### src/rtl/window_register.sv
// -----------------------------------------------------------------------------
// window_register
//
// Sliding-window register bank for vital-sign samples. Each enabled load
// shifts one sample into a DEPTH-entry chain. The block keeps a running sum
// and a fill count, and exposes a truncating moving average (sum / DEPTH).
// It sits between the sensor sampling logic and the alarm/threshold
// comparators.
//
// Parameters
//   WIDTH      sample width in bits (unsigned)
//   DEPTH      window length in samples; power of two, 2..256
//
// Ports
//   clk        rising-edge clock
//   rst        asynchronous active-low reset (asserted when 0)
//   en         load strobe: data_in is shifted in on this edge
//   clr        synchronous flush of the window; takes priority over en
//   data_in    new sample
//   newest_out most recently loaded sample (entry 0)
//   oldest_out entry DEPTH-1, which the next load evicts; 0 until full
//   sum_out    sum of all DEPTH entries
//   avg_out    sum_out >> log2(DEPTH); only meaningful while full = 1
//   count      number of valid entries, saturating at DEPTH
//   full       count == DEPTH
//
// Every output is taken from registered state, so there is no combinational
// path from any input to any output. A load on edge N is visible after N.
// -----------------------------------------------------------------------------
module window_register #(
  parameter int WIDTH = 8,
  parameter int DEPTH = 8
) (
  input  logic                              clk,
  input  logic                              rst,
  input  logic                              en,
  input  logic                              clr,
  input  logic [WIDTH-1:0]                  data_in,
  output logic [WIDTH-1:0]                  newest_out,
  output logic [WIDTH-1:0]                  oldest_out,
  output logic [WIDTH+$clog2(DEPTH)-1:0]    sum_out,
  output logic [WIDTH-1:0]                  avg_out,
  output logic [$clog2(DEPTH):0]            count,
  output logic                              full
);

  localparam int LOG2_D = $clog2(DEPTH);
  localparam int SUM_W  = WIDTH + LOG2_D;
  localparam int CNT_W  = LOG2_D + 1;

  localparam logic [CNT_W-1:0] FULL_CNT = CNT_W'(DEPTH);

  logic [WIDTH-1:0] r_entries [DEPTH];
  logic [SUM_W-1:0] r_sum;
  logic [CNT_W-1:0] r_count;

  logic [SUM_W-1:0] w_sum_next;

  // Entries that have not been loaded yet are always 0, so subtracting the
  // evicted entry keeps the sum exact with no overflow or underflow at SUM_W.
  assign w_sum_next = r_sum + SUM_W'(data_in) - SUM_W'(r_entries[DEPTH-1]);

  // NOTE: The sample storage sits inside the async reset on purpose: the
  // window must read back as all zeros immediately on reset, and oldest_out
  // and the running sum both depend on every entry being cleared.
  // NOTE: Sequential state uses non-blocking assignments so every entry of the
  // shift chain samples its neighbour's pre-edge value.
  always_ff @(posedge clk or negedge rst) begin
    if (!rst) begin
      for (int i = 0; i < DEPTH; i++) r_entries[i] <= '0;
      r_sum   <= '0;
      r_count <= '0;
    end else if (clr) begin
      // Flush wins over a simultaneous load; data_in is discarded.
      for (int i = 0; i < DEPTH; i++) r_entries[i] <= '0;
      r_sum   <= '0;
      r_count <= '0;
    end else if (en) begin
      r_entries[0] <= data_in;
      for (int i = 1; i < DEPTH; i++) r_entries[i] <= r_entries[i-1];
      r_sum <= w_sum_next;
      if (r_count != FULL_CNT) r_count <= r_count + 1'b1;
    end
  end

  assign newest_out = r_entries[0];
  assign oldest_out = r_entries[DEPTH-1];
  assign sum_out    = r_sum;
  // The upper WIDTH bits of the sum are exactly sum >> LOG2_D.
  assign avg_out    = r_sum[SUM_W-1:LOG2_D];
  assign count      = r_count;
  assign full       = (r_count == FULL_CNT);

endmodule

### config.mk
export PLATFORM = sky130hd
export DESIGN_NAME = window_register
export DESIGN_NICKNAME = d
export VERILOG_FILES = /design/src/rtl/window_register.sv
export SDC_FILE = /design/constraint.sdc
export NUM_CORES = 1
export LEC_CHECK = 0
export ABC_AREA = 1
export CAP_MARGIN = 20
export CORE_MARGIN = 1.5
export CORE_UTILIZATION = 45
export DETAILED_ROUTE_END_ITERATION = 10
export PLACE_DENSITY_LB_ADDON = 0.1
export SLEW_MARGIN = 10
export SYNTH_ARGS = -nofsm -noshare
export SYNTH_HDL_FRONTEND = slang
export SYNTH_SLANG_ARGS = --single-unit
### constraint.sdc
create_clock -name clk -period 2.3 [get_ports clk]
set_input_delay 0.69 -clock clk [delete_from_list [all_inputs] [get_ports clk]]
set_output_delay 0.69 -clock clk [all_outputs]
set_load 0.1 [all_outputs]
Yosys cells after proc, flatten, opt, wreduce, memory -nomap -nowiden:

Cells that the tools add are included.
W data, S select, Z words.

* register bits: 79
* input bits: 12
* word-level logic and storage cells: 25

* $add $sub $neg: 3
* eq/ne operators: 2
* muxes and demuxes: 7
* reductions and logical operators: 3

Operator list (number)
* $mux W64: 2
* $mux W11: 2
* $mux W4: 3
* $add A11 B8 Y11: 1
* $sub A11 B8 Y11: 1
* $add A4 B1 Y4 const B: 1
* $eq A4 B4 Y1 const B: 1
* $ne A4 B4 Y1 const B: 1
* $reduce_bool A2 Y1: 2
* $reduce_and A2 Y1: 1

Logic depth before layout (Yosys ltp):

* depth after elaboration: 4
* mapped depth: 14
* depth with buffers taken out: 14

Worst setup path before layout:

No wires, ideal clock.

* path kind: reg-to-output
* start point: register r_count[0] (netlist: count[0])
* end point: output full
* arrival: 2.500 ns
* setup slack: -0.890 ns
* stages on the path, launching flop included: 5
* path through: dfrtp_1 inv_1 ha_1 nand2_1 nor2_1

* word-level cells in the longest chain between the ends: 1

RTL lines
* start, declared: RTL line 55 `logic [CNT_W-1:0] r_count;`
* start signal, assigned: RTL line 82 `if (r_count != FULL_CNT) r_count <= r_count + 1'b1;`
* $eq A4 B4 Y1: RTL line 92 `assign full = (r_count == FULL_CNT);`
* end, declared: RTL line 44 `output logic full`

Every way passes these cells.

Worst setup path after layout:

* start point: input data_in[4]
* end point: register r_sum[9] (netlist: sum_out[9])

* word-level cells in the longest chain between the ends: 4

RTL lines
* start, declared: RTL line 38 `input logic [WIDTH-1:0] data_in,`
* $add A11 B8 Y11: RTL line 61 `assign w_sum_next = r_sum + SUM_W'(data_in) - SUM_W'(r_entries[DEPTH-1]);`
* $sub A11 B8 Y11: RTL line 61
* $mux W11: RTL line 78 `end else if (en) begin`
* $mux W11: RTL line 73 `end else if (clr) begin`
* end signal, assigned: RTL line 81 `r_sum <= w_sum_next;`
* end, declared: RTL line 54 `logic [SUM_W-1:0] r_sum;`

Every way passes these cells. The select of a mux whose other input is x is not followed.
A chain may end at the register's enable or synchronous reset.

==> metrics <==
status=completed; Total Power=approximately 0.0053 W; Synth top area share=0.489; later-pin clock latency in the skew report=between 0.3 and 0.4 ns; first-pass GRT wire length=between 10000 and 15000 um; Post-DP HPWL=a little over 6000 um; Initial Utilization=0.464; Die Area=between 9000 and 10000 um2; unrepaired setup endpoints after global routing=false; top-count cell post-synth=nand2_1; Yosys cell types=23; largest net degree at the start of global routing=80; Worst slew margin=0.703; Initial DRC Count=approximately 130; switching power share of the total=0.436; Overflow after GRT=0; clock share of power=0.248; final clock skew=0.00947 ns; gpl congestion=about 0.89; slowest stage delay, CP=0.52 ns; initial antenna violation count=0; Clock Root Buffer=clkbuf_8; number of flops mapped to enable cells by yosys=0; Antenna diodes=0; fin nets=between 500 and 600; layout cell share with drive strength beyond 1=0.318; placed cell areas=approximately 4600 um2; CTS tree=yes; Mapped Area=between 4000 and 5000 um2; all-layer global routing usage=0.195; NetSw=~0.0023 W; FMAX=approximately 460 MHz; crit path time final=about 2.2 ns; combinational share of power=0.458; Synth top cells by count=104 x nand2_1, 85 x inv_1, 79 x dfrtp_1, 29 x o22ai_1, 26 x buf_4; Worst Tran Pin Value=between 0.4 and 0.5 ns; Routed Antenna Nets=0; Mean Syn Cell Area=roughly 8.9 um2; routed vias/inst=4.97; Final Hold Viols=0; register area share after synthesis=0.489; startpoint class of the critical path=input pin; Leakage=approximately 2.5 nW; Setup Crit Path Kind=in2reg; Area growth syn-to-layout=25.5%; wire per inst=between 10 and 15 um; synth warn=0; design area=5080 um2; Worst Hold Class=in2async; Area contributors post-synth=dfrtp_1 49%, nand2_1 9.6%, inv_1 7.9%; CP Data Required Time=about 2.5 ns; Seq pwr share=0.295; setup TNS=0 ns; # setup viols final=0; final clock period utilization by the worst path=0.947; Die H=~98 um; fillers=784; Syn Inst Count=between 400 and 500; power per cell area=between 1000 and 1500 nW/um2; drt first pass iters=4; Routed WL=between 8000 and 9000 um; Port Buffer Count=51; Clk pin slew, worst setup/hold paths=roughly 0.090 ns; crit path DAT=around 2.4 ns; Ports=between 50 and 60; ys async rst share=1.00; vias in the first global route=3143; CTS H-tree lvls=3; clk sinks=79; chip width=slightly below 100 um; Max-Cap Viols=0; Cell Chain, Critical Path=dlygate4sd2_1, inv_2, fa_1, inv_1, ha_4, nand2_4, inv_2, nand2_1, nand2_1, nand2_2, nand3_2, nand2_1, nand3_1, nand2_1; Internal Power=~0.0030 W; leading area contributor after synthesis=dfrtp_1; Longest Clk Path Bufs=2; IR drop worst, VDD=0.481 mV; CP max-delay cell=fa_1; most frequent CP cell=nand2_1; crit-path max FO=4; top_reg_cell synth=dfrtp_1; delay-heaviest family, CP=adder cells; Yosys reg bits=between 70 and 80; DRC viols=0; CP Capture Type=register; row count=34; Final Max Tran Viols=0; routed vias=around 3000; CTS buffer count=9; CTS Hold Buffers Added=0; syn_nets=a little under 500; core area=~8700 um2; CP Buf/Inv Count=4
==> registers in the layout (all words and copies together), names as in the netlist <==
register	flops
oldest_out	8
count	4
r_entries	48
newest_out	8
sum_out	11
==> layout make-up <==
class | count | area (um2) | area share
clock inverters | 6 | 115 | 0.0227
clock buffers | 10 | 138 | 0.0271
repair buffers | 79 | 679 | 0.134
inverters | 89 | 337 | 0.0663
flip-flops and latches | 79 | 2000 | 0.393
well taps | 108 | 135 | 0.0266
multi-input cells | 247 | 1680 | 0.331
==> cells in the final DEF, fill, tap and decap left out, types with 7 or more instances in the layout <==
cell type / n
buf_4: 64
clkbuf_8: 10
dfrtp_1: 71
fa_1: 7
ha_4: 7
inv_1: 70
inv_2: 18
nand2_1: 93
nand3_1: 19
nor2_1: 14
o21ai_0: 18
o21ai_2: 7
o22ai_1: 29
o22ai_2: 7
==> power groups by stage <==
stage | registers [W] | logic [W] | clock network, W
6_report | 0.00155 | 0.00241 | 0.00130
3_3_place_gp | 0.00158 | 0.00200 | 0
3_5_place_dp | 0.00158 | 0.00201 | 0
4_1_cts | 0.00155 | 0.00236 | 0.00133
2_1_floorplan | 0.00197 | 0.00121 | 0
5_1_grt | 0.00156 | 0.00258 | 0.00139
==> cell families after synthesis <==
logic type / Yosys count / synth area share
flip-flops: 79 / 0.489
buffers and inverters: 128 / 0.154
AND/OR/NAND/NOR: 155 / 0.158
AO/OA/AOI/OAI: 67 / 0.111
adder cells (fa/ha/maj): 21 / 0.0798
XOR/XNOR: 4 / 0.00866
==> path summary, 6_finish.rpt <==
kind | start | slack (ns) | endpoint | cells after the start
worst max-delay path | data_in[4] | 0.12 | sum_out[9] | 14
worst min-delay path | rst | 0.34 | count[3] | 2
worst max register to register | sum_out[2] | 0.22 | sum_out[9] | 13
worst min register to register | r_entries[45] | 0.48 | r_entries[45] | 2
max in group asynchronous | rst | 1.58 | sum_out[1] | 2
min in group clk | r_entries[45] | 0.48 | r_entries[45] | 2
==> what timing repair did <==
item                       4_1_cts  5_1_grt
pin swaps                       28       11
hold endpoints to repair         0        0
setup buffers                    4        0
setup endpoints to repair        9        4
gates resized for setup         57        5
==> per-stage QoR <==
stage,instances,util,hold WS [ns],setup slack [ns]
4_1_cts,618,0.580,0.367,0.00328
6_report,618,0.582,0.338,0.121
2_1_floorplan,454,-,0.394,-0.120
3_5_place_dp,598,0.526,0.461,-0.753
3_3_place_gp,598,0.526,0.455,-0.663
5_1_grt,618,0.582,0.376,0.0315
==> worst register-to-register path, cell delays in order (launching register included) <==
cell,delay (ns)
dfrtp_4,0.41
inv_1,0.08
fa_1,0.56
inv_2,0.05
ha_4,0.30
nand2_2,0.07
nand2_1,0.07
nand2_1,0.05
nand2_1,0.08
nand2_2,0.07
nand3_2,0.07
nand2_1,0.05
nand3_1,0.08
nand2_1,0.05
==> routing by layer <==
metal	GRT usage	part of all wire
met1	0.263	0.47
met2	0.324	0.49
met3	0.0272	0.026
met4	0.0692	0.014
met5	0	0
No activity file was read; power rests on OpenSTA's default activity.
